**src/rtl/hiscore_ram_arbiter.sv**
```systemverilog
// hiscore_ram_arbiter: shares the work-RAM port between the game CPU and the hiscore engine
module hiscore_ram_arbiter #(
  parameter int AW             = 10,
  parameter int SETTLE_CYCLES  = 4,
  parameter int RELEASE_CYCLES = 2,
  parameter int WAIT_TIMEOUT   = 255,
  parameter int MAX_GRANT      = 1024,
  parameter int CPU_SLICE      = 64
) (
  input  logic          clk,
  input  logic          reset,
  input  logic          user_pause,
  input  logic          cpu_cycle_end,
  input  logic [AW-1:0] cpu_addr,
  input  logic          cpu_wr,
  input  logic [7:0]    cpu_dout,
  input  logic          hs_access,
  input  logic          hs_write,
  input  logic [AW-1:0] hs_addr,
  input  logic [7:0]    hs_dout,
  output logic          cpu_pause,
  output logic          hs_grant,
  output logic [AW-1:0] ram_addr,
  output logic          ram_we,
  output logic [7:0]    ram_din
);
  localparam int WW = $clog2(WAIT_TIMEOUT + 1);
  localparam int SW = $clog2(SETTLE_CYCLES + 1);
  localparam int RW = $clog2(RELEASE_CYCLES + 1);
  localparam int GW = MAX_GRANT > 0 ? $clog2(MAX_GRANT + 1) : 1;
  localparam int YW = $clog2(CPU_SLICE + 1);
  typedef enum logic [2:0] {IDLE, REQ, SETTLE, GRANT, RELEASE, YIELD} state_t;
  state_t state, state_n;
  logic sel, sel_n, grant_n, arb_pause, pause_n;
  logic [WW-1:0] wait_cnt, wait_n;
  logic [SW-1:0] settle_cnt, settle_n;
  logic [GW-1:0] grant_cnt, grant_cnt_n;
  logic [RW-1:0] rel_cnt, rel_n;
  logic [YW-1:0] slice_cnt, slice_n;
  assign ram_addr  = sel ? hs_addr : cpu_addr;
  assign ram_we    = sel ? (hs_write & hs_grant) : cpu_wr;
  assign ram_din   = sel ? hs_dout : cpu_dout;
  assign cpu_pause = arb_pause | user_pause;
  always_ff @(posedge clk)
    if (!reset) begin
      state      <= IDLE;
      sel        <= 1'b0;
      hs_grant   <= 1'b0;
      arb_pause  <= 1'b0;
      wait_cnt   <= '0;
      settle_cnt <= '0;
      grant_cnt  <= '0;
      rel_cnt    <= '0;
      slice_cnt  <= '0;
    end else begin
      state      <= state_n;
      sel        <= sel_n;
      hs_grant   <= grant_n;
      arb_pause  <= pause_n;
      wait_cnt   <= wait_n;
      settle_cnt <= settle_n;
      grant_cnt  <= grant_cnt_n;
      rel_cnt    <= rel_n;
      slice_cnt  <= slice_n;
    end
  // counters idle at zero outside their own state, so each starts cleared on entry
  always_comb begin
    state_n     = state;
    sel_n       = sel;
    grant_n     = hs_grant;
    pause_n     = arb_pause;
    wait_n      = '0;
    settle_n    = '0;
    grant_cnt_n = '0;
    rel_n       = '0;
    slice_n     = '0;
    case (state)
      IDLE: if (hs_access) state_n = REQ;
      REQ: begin
        pause_n = 1'b1;
        if (!hs_access) state_n = RELEASE;
        else if (cpu_cycle_end || user_pause || wait_cnt == WW'(WAIT_TIMEOUT - 1)) state_n = SETTLE;
        else wait_n = wait_cnt + 1'b1;
      end
      SETTLE: begin
        if (!hs_access) state_n = RELEASE;
        else if (settle_cnt == SW'(SETTLE_CYCLES)) begin
          state_n = GRANT;
          sel_n   = 1'b1;
          grant_n = 1'b1;
        end else settle_n = settle_cnt + 1'b1;
      end
      GRANT: begin
        if (!hs_access) begin
          state_n = RELEASE;
          sel_n   = 1'b0;
          grant_n = 1'b0;
        end else if (MAX_GRANT != 0 && grant_cnt == GW'(MAX_GRANT - 1)) begin
          state_n = YIELD;
          sel_n   = 1'b0;
          grant_n = 1'b0;
          pause_n = 1'b0;
        end else grant_cnt_n = &grant_cnt ? grant_cnt : grant_cnt + 1'b1;
      end
      RELEASE: begin
        if (rel_cnt == RW'(RELEASE_CYCLES)) begin
          state_n = IDLE;
          pause_n = 1'b0;
        end else rel_n = rel_cnt + 1'b1;
      end
      YIELD: begin
        // re-pause on the way out so the CPU gets exactly CPU_SLICE free cycles
        if (slice_cnt == YW'(CPU_SLICE - 1)) begin
          state_n = hs_access ? REQ : IDLE;
          pause_n = hs_access;
        end else slice_n = slice_cnt + 1'b1;
      end
      default: state_n = IDLE;
    endcase
  end
endmodule

```
**config.mk**
```make
export PLATFORM = sky130hd
export DESIGN_NAME = hiscore_ram_arbiter
export DESIGN_NICKNAME = d
export VERILOG_FILES = /design/src/rtl/hiscore_ram_arbiter.sv
export SDC_FILE = /design/constraint.sdc
export NUM_CORES = 1
export LEC_CHECK = 0
export CAP_MARGIN = 25
export CORE_MARGIN = 2
export CORE_UTILIZATION = 49
export CTS_CLUSTER_SIZE = 25
export DETAILED_ROUTE_END_ITERATION = 10
export PLACE_DENSITY = 0.85
export SLEW_MARGIN = 5
export SYNTH_ARGS = -nofsm -noshare
export SYNTH_HDL_FRONTEND = slang
export SYNTH_SLANG_ARGS = --single-unit
```
**constraint.sdc**
```tcl
create_clock -name clk -period 3.83 [get_ports clk]
set_input_delay 0.766 -clock clk [delete_from_list [all_inputs] [get_ports clk]]
set_output_delay 0.766 -clock clk [all_outputs]
set_load 0.02 [all_outputs]
```
; ---- After elaboration in Yosys (flattened, before gate mapping)
; Cells that the tools add are included.
[totals]
in_bits = 43
memories = 0
ff_bits = 36
elab_cells = 79
rom_bits = 0
output_inout_bits = 21
latch_bits = 0
mem_bits_rw = 0
[op_classes]
n_bitwise = 9
n_reduce_logical = 14
muxes = 23
div_mod_pow = 0
multipliers = 0
eq_ne = 20
n_addsub = 5
n_lt_le_gt_ge = 0
shifts = 0
[op_table]
columns = cell, count
row1 = $mux W3, 9
row2 = $pmux W3 S6, 1
row3 = $ne A2 B2 Y1 const B, 7
row4 = $reduce_or A4 Y1, 3
row5 = $add A11 B1 Y11 const B, 1
row6 = $eq A11 B10 Y1 const B, 1
row7 = $reduce_and A11 Y1, 1
row8 = $mux W10, 1
row9 = $eq A3 B3 Y1 const B, 3
row10 = $mux W1, 9
row11 = $ne A3 B3 Y1 const B, 3
row12 = $add A8 B1 Y8 const B, 1
row13 = $eq A8 B8 Y1 const B, 1
row14 = $mux W8, 1
row15 = $add A7 B1 Y7 const B, 1
row16 = $eq A7 B6 Y1 const B, 1
row17 = $not A1 Y1, 7
row18 = $eq A3 B2 Y1 const B, 2
row19 = $reduce_and A6 Y1, 1
row20 = $reduce_or A3 Y1, 2
row21 = $reduce_and A5 Y1, 1
row22 = $pmux W1 S4, 1
row23 = $reduce_and A4 Y1, 1
row24 = $reduce_bool A4 Y1, 1
row25 = 10 further kinds, 11

; ---- Depth between registers and ports, before layout
; Gate-level depths: netlist (run 1).
[logic_depth]
ltp_word = 5
depth_mapped = 7
mapped_depth_nobuf = 7

; ---- Worst setup path before layout (run 1)
; Ideal clock, no wire load.
[synth_path]
path_kind = reg2out
start = reg sel
end = out ram_addr[6]
path_stages_with_launch = 3
n_path_buf = 1
required_ps = 3064
arrival_ps = 1248
setup_slack_ps = 1816
cell_sequence = dfxtp_1 > clkbuf_1 > mux2_2
[synth_via]
elab_chain_len = 1
[synth_lines]
columns = item, line_no
row1 = from (decl), 34  ; logic sel, sel_n, grant_n, arb_pause, pause_n;
row2 = from (signal assigned), 57  ; sel <= sel_n;
row3 = $mux W10, 40  ; assign ram_addr = sel ? hs_addr : cpu_addr;
row4 = to (decl), 23  ; output logic [AW-1:0] ram_addr,
; Every way passes these cells.

; ---- Worst setup path in the final report (run 1)
[layout_path]
start = reg sel
end = out ram_din[1]
[layout_via]
elab_chain_len = 1
[layout_lines]
columns = item, line_no
row1 = $mux W8, 42  ; assign ram_din = sel ? hs_dout : cpu_dout;
row2 = to (decl), 25  ; output logic [7:0] ram_din
; Every way passes these cells.

==> results.txt, run 1 <==
distinct cell type count after synthesis: 41
total power: 0.893 mW
P_leak: 0.919 nW
Avg Inst Size Synth: 8.82 sq um
antenna violations before repair: 0
Net Sw Power: 0.255 mW
final wirelength: 4.40 mm
unrepaired setup endpoints after global routing: false
Layout area overhead: 38.2%
final cell count without fillers: 327
register area: 721 sq um
area of the multi-input gates: 1120 sq um
Logic pwr share: 23.9%
CTS clk-pin slew, worst paths: 0.07 ns
post-layout min period: 2.93 ns
placed cell count: 320
Post-CTS Hold Fix Bufs: 0
clock latency on the worst-skew pair: 0.28 ns
Worst path max stage delay: 0.90 ns
fin. max-slew vios: 0
Die Area: 4420 sq um
port buffer count: 63
Max Clock Freq: 342 MHz
worst slack at placement: 1.07 ns
setup TNS: 0 ns
# IOs: 64
WP depth: 2
Syn Nets: 267
R2R cell count: 4
skew final: 0.00373 ns
global-route wire length before repair: 7.02 mm
switching share of power: 28.6%
Critical R2R Capture: grant_cnt[1]$_SDFFE_PP0N_
hold path start: rel_cnt[0]$_SDFF_PP0_
Internal: 0.638 mW
cts bufs inserted: 5
detailed-route via count: 1705
post-CTS setup buffer count: 0
post-synthesis cell count: 217
max cap viols: 0
gr usage total: 20.5%
Worst-Margin Slew: 0.883 ns
Layout Nets: 329
post-route DRC violation count: 0
family with the most delay on the worst path: flip-flops
Most used DFF post-synth: dfxtp_1
min-delay worst type: register to register
reg2reg setup slack: 2.05 ns
post_cts resized: 0
Worst R2R Start: state[0]$_SDFFE_PN0P_
sequential power share: 48.7%
hold_ws: 0.415 ns
via/cell ratio: 5.21
CTS max path bufs: 2
Mapped Area: 1910 sq um
maximum fanout along the worst path: 22
H-tree depth: 2
fin crit share: 76.4%
DR pass1 iterations: 4
most frequent cells in the layout: clkdlybuf4s50_1 (63), dfxtp_1 (36), nor2_1 (31)
Yosys top cell by area: dfxtp_1
crit path max-delay cell type: dfxtp_1
hold endpoint: rel_cnt[0]$_SDFF_PP0_
YS warnings: 0
commonest non-fill, non-tap cell in the layout: clkdlybuf4s50_1
clock share of power: 27.4%
crit path DAT: 2.16 ns
status: completed
DR WL/cell: 13.4 um
Synth top area share: 37.6%
CP Capture Type: output port
CTS sink cnt: 36
Placer Congestion: 0.732
number of synthesized flops with an enable pin: 0
DRT iter0 DRCs: 67
hold depth: 1
Die H: 66.5 um
critical path type: register to output port
Slew HR: 41.1%
Clk Tree Root Cell: clkbuf_8
Core ar.: 3720 sq um
layout cells sized above 1: 11.5%
vias in the first global route: 1624
ANT cells: 0
Die Wd: 66.5 um
# setup viols final: 0
initial core utilization: 51.5%
Power Dens Cells: 337 nW/um^2
Site Rows: 22
final worst slack: 0.904 ns
largest net degree at the start of global routing: 23
CTS tree: yes
Max VDD drop: 0.000208 V
Synth area leaders: dfxtp_1 (38%), mux2_2 (11%), nor2_1 (6.1%)
CP Cell Sequence: mux2_2 > clkdlybuf4s50_1
ys async rst share: 0%
Overflow after GRT: 0
Final Hold Vio Count: 0
fill cell count: 305
ANT nets after route: 0
WP buf/inv: 1
CP required: 3.06 ns
sequential area share after synthesis: 37.6%
Critical Path Start Type: register
Yosys reg bits: 36
Final HPWL DP: 3.46 mm
## worst max path at each step
stage | slack, ns | startpoint | endpoint
after global placement | 1.08 | cpu_addr[1] | ram_addr[1]
after floorplan | 1.82 | sel$_SDFFE_PN0P_ | ram_addr[6]
after global routing | 0.80 | sel$_SDFFE_PN0P_ | ram_din[1]
final | 0.90 | sel$_SDFFE_PN0P_ | ram_din[1]
after CTS | 0.90 | sel$_SDFFE_PN0P_ | ram_din[5]
after detailed placement | 1.07 | cpu_dout[5] | ram_din[5]
## cell type report
cell class | count | area share [%]
multi-input combinational | 164 | 42.5
sequential | 36 | 27.2
tap | 48 | 2.27
inverter | 9 | 1.28
timing repair buffer | 63 | 23.8
clock inverter | 1 | 0.189
clock buffer | 6 | 2.74
## Yosys cell counts, types with 6 or more instances
library cell	count
nor2_1	31
dfxtp_1	36
xnor2_1	8
nand2_1	13
xor2_1	11
mux2_2	19
inv_1	9
nand4_1	6
ha_1	7
a21oi_1	9
nand3_1	14
## power by group through the flow
stage	Combinational [mW]	Clock [mW]	Sequential [mW]
after floorplan	0.155	0	0.412
after global placement	0.207	0	0.443
after global routing	0.234	0.270	0.440
after CTS	0.214	0.253	0.434
final	0.213	0.245	0.435
after detailed placement	0.213	0	0.442
## registers in the layout, indices dropped and copies added (netlist names)
signal,count
grant_cnt,11
wait_cnt,8
sel,1
slice_cnt,7
settle_cnt,3
rel_cnt,2
arb_pause,1
state,3
## logic make-up after synthesis
group                      synth area share [%]
and+or+nand+nor                            24.8
AOI/OAI and AO/OA                          8.69
buffers and inverters                      3.66
DFF                                        37.6
adders and majority gates                  4.57
muxes                                      12.0
xor gates and xnor gates                   8.69
## metrics by stage
stage	utilization, %	cell area [sq um]
2_1_floorplan	-	1910
3_3_place_gp	69.1	2570
3_5_place_dp	69.1	2570
4_1_cts	71.2	2650
5_1_grt	71.2	2650
6_report	71.2	2650
## routing by layer
| metal | routed length, um | share of wire (%) | vias up | track usage [%] |
|---|---|---|---|---|
| met2 | 2390 | 54 | 5 | 35.8 |
| met3 | 65 | 1.5 | 5 | 4.90 |
| met5 | 0 | 0 | - | 0 |
| met4 | 55 | 1.3 | 0 | 7.91 |
| li1 | - | - | 880 | - |
| met1 | 1890 | 43 | 815 | 24.1 |
Power figures use the tool's default switching activity.
==> inputs of run 2 (changes only) <==
--- a/config.mk
+++ b/config.mk
@@ -7,10 +7,10 @@
 export LEC_CHECK = 0
 export CAP_MARGIN = 25
 export CORE_MARGIN = 2
-export CORE_UTILIZATION = 49
+export CORE_UTILIZATION = 41
 export CTS_CLUSTER_SIZE = 25
 export DETAILED_ROUTE_END_ITERATION = 10
-export PLACE_DENSITY = 0.85
+export PLACE_DENSITY = 0.76
 export SLEW_MARGIN = 5
 export SYNTH_ARGS = -nofsm -noshare
 export SYNTH_HDL_FRONTEND = slang
==> constraint.sdc (replaced) <==
create_clock -name clk -period 2.5 [get_ports clk]
set_input_delay 0.5 -clock clk [delete_from_list [all_inputs] [get_ports clk]]
set_output_delay 0.5 -clock clk [all_outputs]
set_load 0.02 [all_outputs]
==> run 2 against run 1 <==
Net effect:
- clock skew up 0.0026 ns
- non-clock buffer count rose by 2
- cell count grew 1.2%
- first-iteration DRC count down 1.5%
- hold slack lost 0.0054 ns
- sequential power grew 50%
- global-route usage down 4.1 points
- setup slack worse by 0.75 ns
- sequential share of layout area is 0.12 points lower
- via count hardly changed
- clock power up 49%
- combinational power up 64%
==> results.txt, run 2 (synthesized netlist as in run 1, its figures left out) <==
status: completed
max cap viols: 0
unrepaired setup endpoints after global routing: false
vias in the first global route: 1478
Critical Path Start Type: register
layout cells sized above 1: 11.8%
detailed-route via count: 1706
DR pass1 iterations: 4
Top reg by flops: grant_cnt
CTS sink cnt: 36
cts bufs inserted: 5
min-delay worst type: register to register
Final HPWL DP: 3.35 mm
CTS max path bufs: 2
Die Wd: 72.3 um
commonest non-fill, non-tap cell in the layout: clkdlybuf4s50_1
global-route wire length before repair: 6.67 mm
most frequent cells in the layout: clkdlybuf4s50_1 (63), dfxtp_1 (36), nor2_1 (31)
Site Rows: 24
Power Dens Cells: 515 nW/um^2
post_cts resized: 0
ANT nets after route: 0
clock latency on the worst-skew pair: 0.29 ns
# setup viols final: 0
gr usage total: 16.4%
H-tree depth: 2
DRT iter0 DRCs: 66
area of the multi-input gates: 1120 sq um
skew final: 0.00629 ns
port buffer count: 63
final wirelength: 4.33 mm
post-CTS setup buffer count: 0
fin. max-slew vios: 0
Overflow after GRT: 0
Post-CTS Hold Fix Bufs: 0
Worst-Margin Slew: 0.660 ns
critical path type: register to output port
Layout area overhead: 38.8%
# IOs: 64
biggest regs: grant_cnt x11, wait_cnt x8, slice_cnt x7
Core ar.: 4410 sq um
CP Capture Type: output port
CTS tree: yes
Die Area: 5230 sq um
post-layout min period: 2.35 ns
antenna violations before repair: 0
max reg flops: 11
maximum fanout along the worst path: 20
ANT cells: 0
largest net degree at the start of global routing: 21
P_leak: 0.924 nW
post-route DRC violation count: 0
Max VDD drop: 0.000304 V
CTS clk-pin slew, worst paths: 0.06 ns
crit path DAT: 1.85 ns
Clk Tree Root Cell: clkbuf_8
CP required: 2.00 ns
setup TNS: 0 ns
Placer Congestion: 0.794
via/cell ratio: 5.15
Layout Nets: 331
DR WL/cell: 13.1 um
fin crit share: 93.9%
total power: 1.37 mW
initial core utilization: 43.4%
Final Hold Vio Count: 0
fill cell count: 407
register area: 721 sq um
Slew HR: 56.0%
Max Clock Freq: 426 MHz
Die H: 72.3 um
[run 2: changes by cell type in the layout (fill, tap and decap cells not counted)]
cell and change:
buf_4 +2, clkbuf_1 -1, clkinv_2 -1
[run 2: per-layer routing]
| layer | vias to the layer above | track usage [%] | wire length (um) |
|---|---|---|---|
| met5 | - | 0 | 0 |
| met4 | 0 | 8.18 | 93 |
| met3 | 10 | 4.72 | 136 |
| met2 | 26 | 26.3 | 2200 |
| met1 | 783 | 20.1 | 1900 |
| li1 | 887 | - | - |
[run 2: power breakdown]
| part | leakage (nW) | switching, mW | total (mW) | internal, mW |
|---|---|---|---|---|
| clock network | 0.0359 | 0.187 | 0.366 | 0.179 |
| registers | 0.291 | 0.0525 | 0.654 | 0.601 |
| logic | 0.598 | 0.152 | 0.349 | 0.197 |
[run 2: area by class of cell]
class	count	share of cell area (%)
multi-input combinational	164	42.3
sequential	36	27.1
timing repair buffer	65	24.3
clock buffer	5	2.59
tap	52	2.45
inverter	9	1.27
[run 2: worst max-delay path, cell delays in order, from the launching register on]
cell	delay [ns]
dfxtp_1	0.35
buf_4	0.28
mux2_2	0.38
clkdlybuf4s50_1	0.55
[run 2: final timing paths]
check	slack, ns	endpoint	cells after the start	start
worst max-delay path	0.15	ram_addr[8]	3	sel$_SDFFE_PN0P_
worst max register to register	0.73	state[1]$_SDFFE_PN0P_	6	grant_cnt[0]$_SDFFE_PP0N_
worst min-delay path	0.41	rel_cnt[0]$_SDFF_PP0_	1	rel_cnt[0]$_SDFF_PP0_
worst min register to register	0.41	rel_cnt[0]$_SDFF_PP0_	1	rel_cnt[0]$_SDFF_PP0_
[run 2: stage by stage]
stage          setup WS, ns  utilization [%]  std cells  area (sq um)  hold slack, ns
2_1_floorplan         0.752                -        217          1910           0.393
3_3_place_gp          0.267             58.6        326          2590           0.402
3_5_place_dp          0.264             58.6        326          2590           0.403
4_1_cts               0.128             60.2        331          2660           0.411
5_1_grt              0.0711             60.2        331          2660           0.452
6_report              0.153             60.2        331          2660           0.409
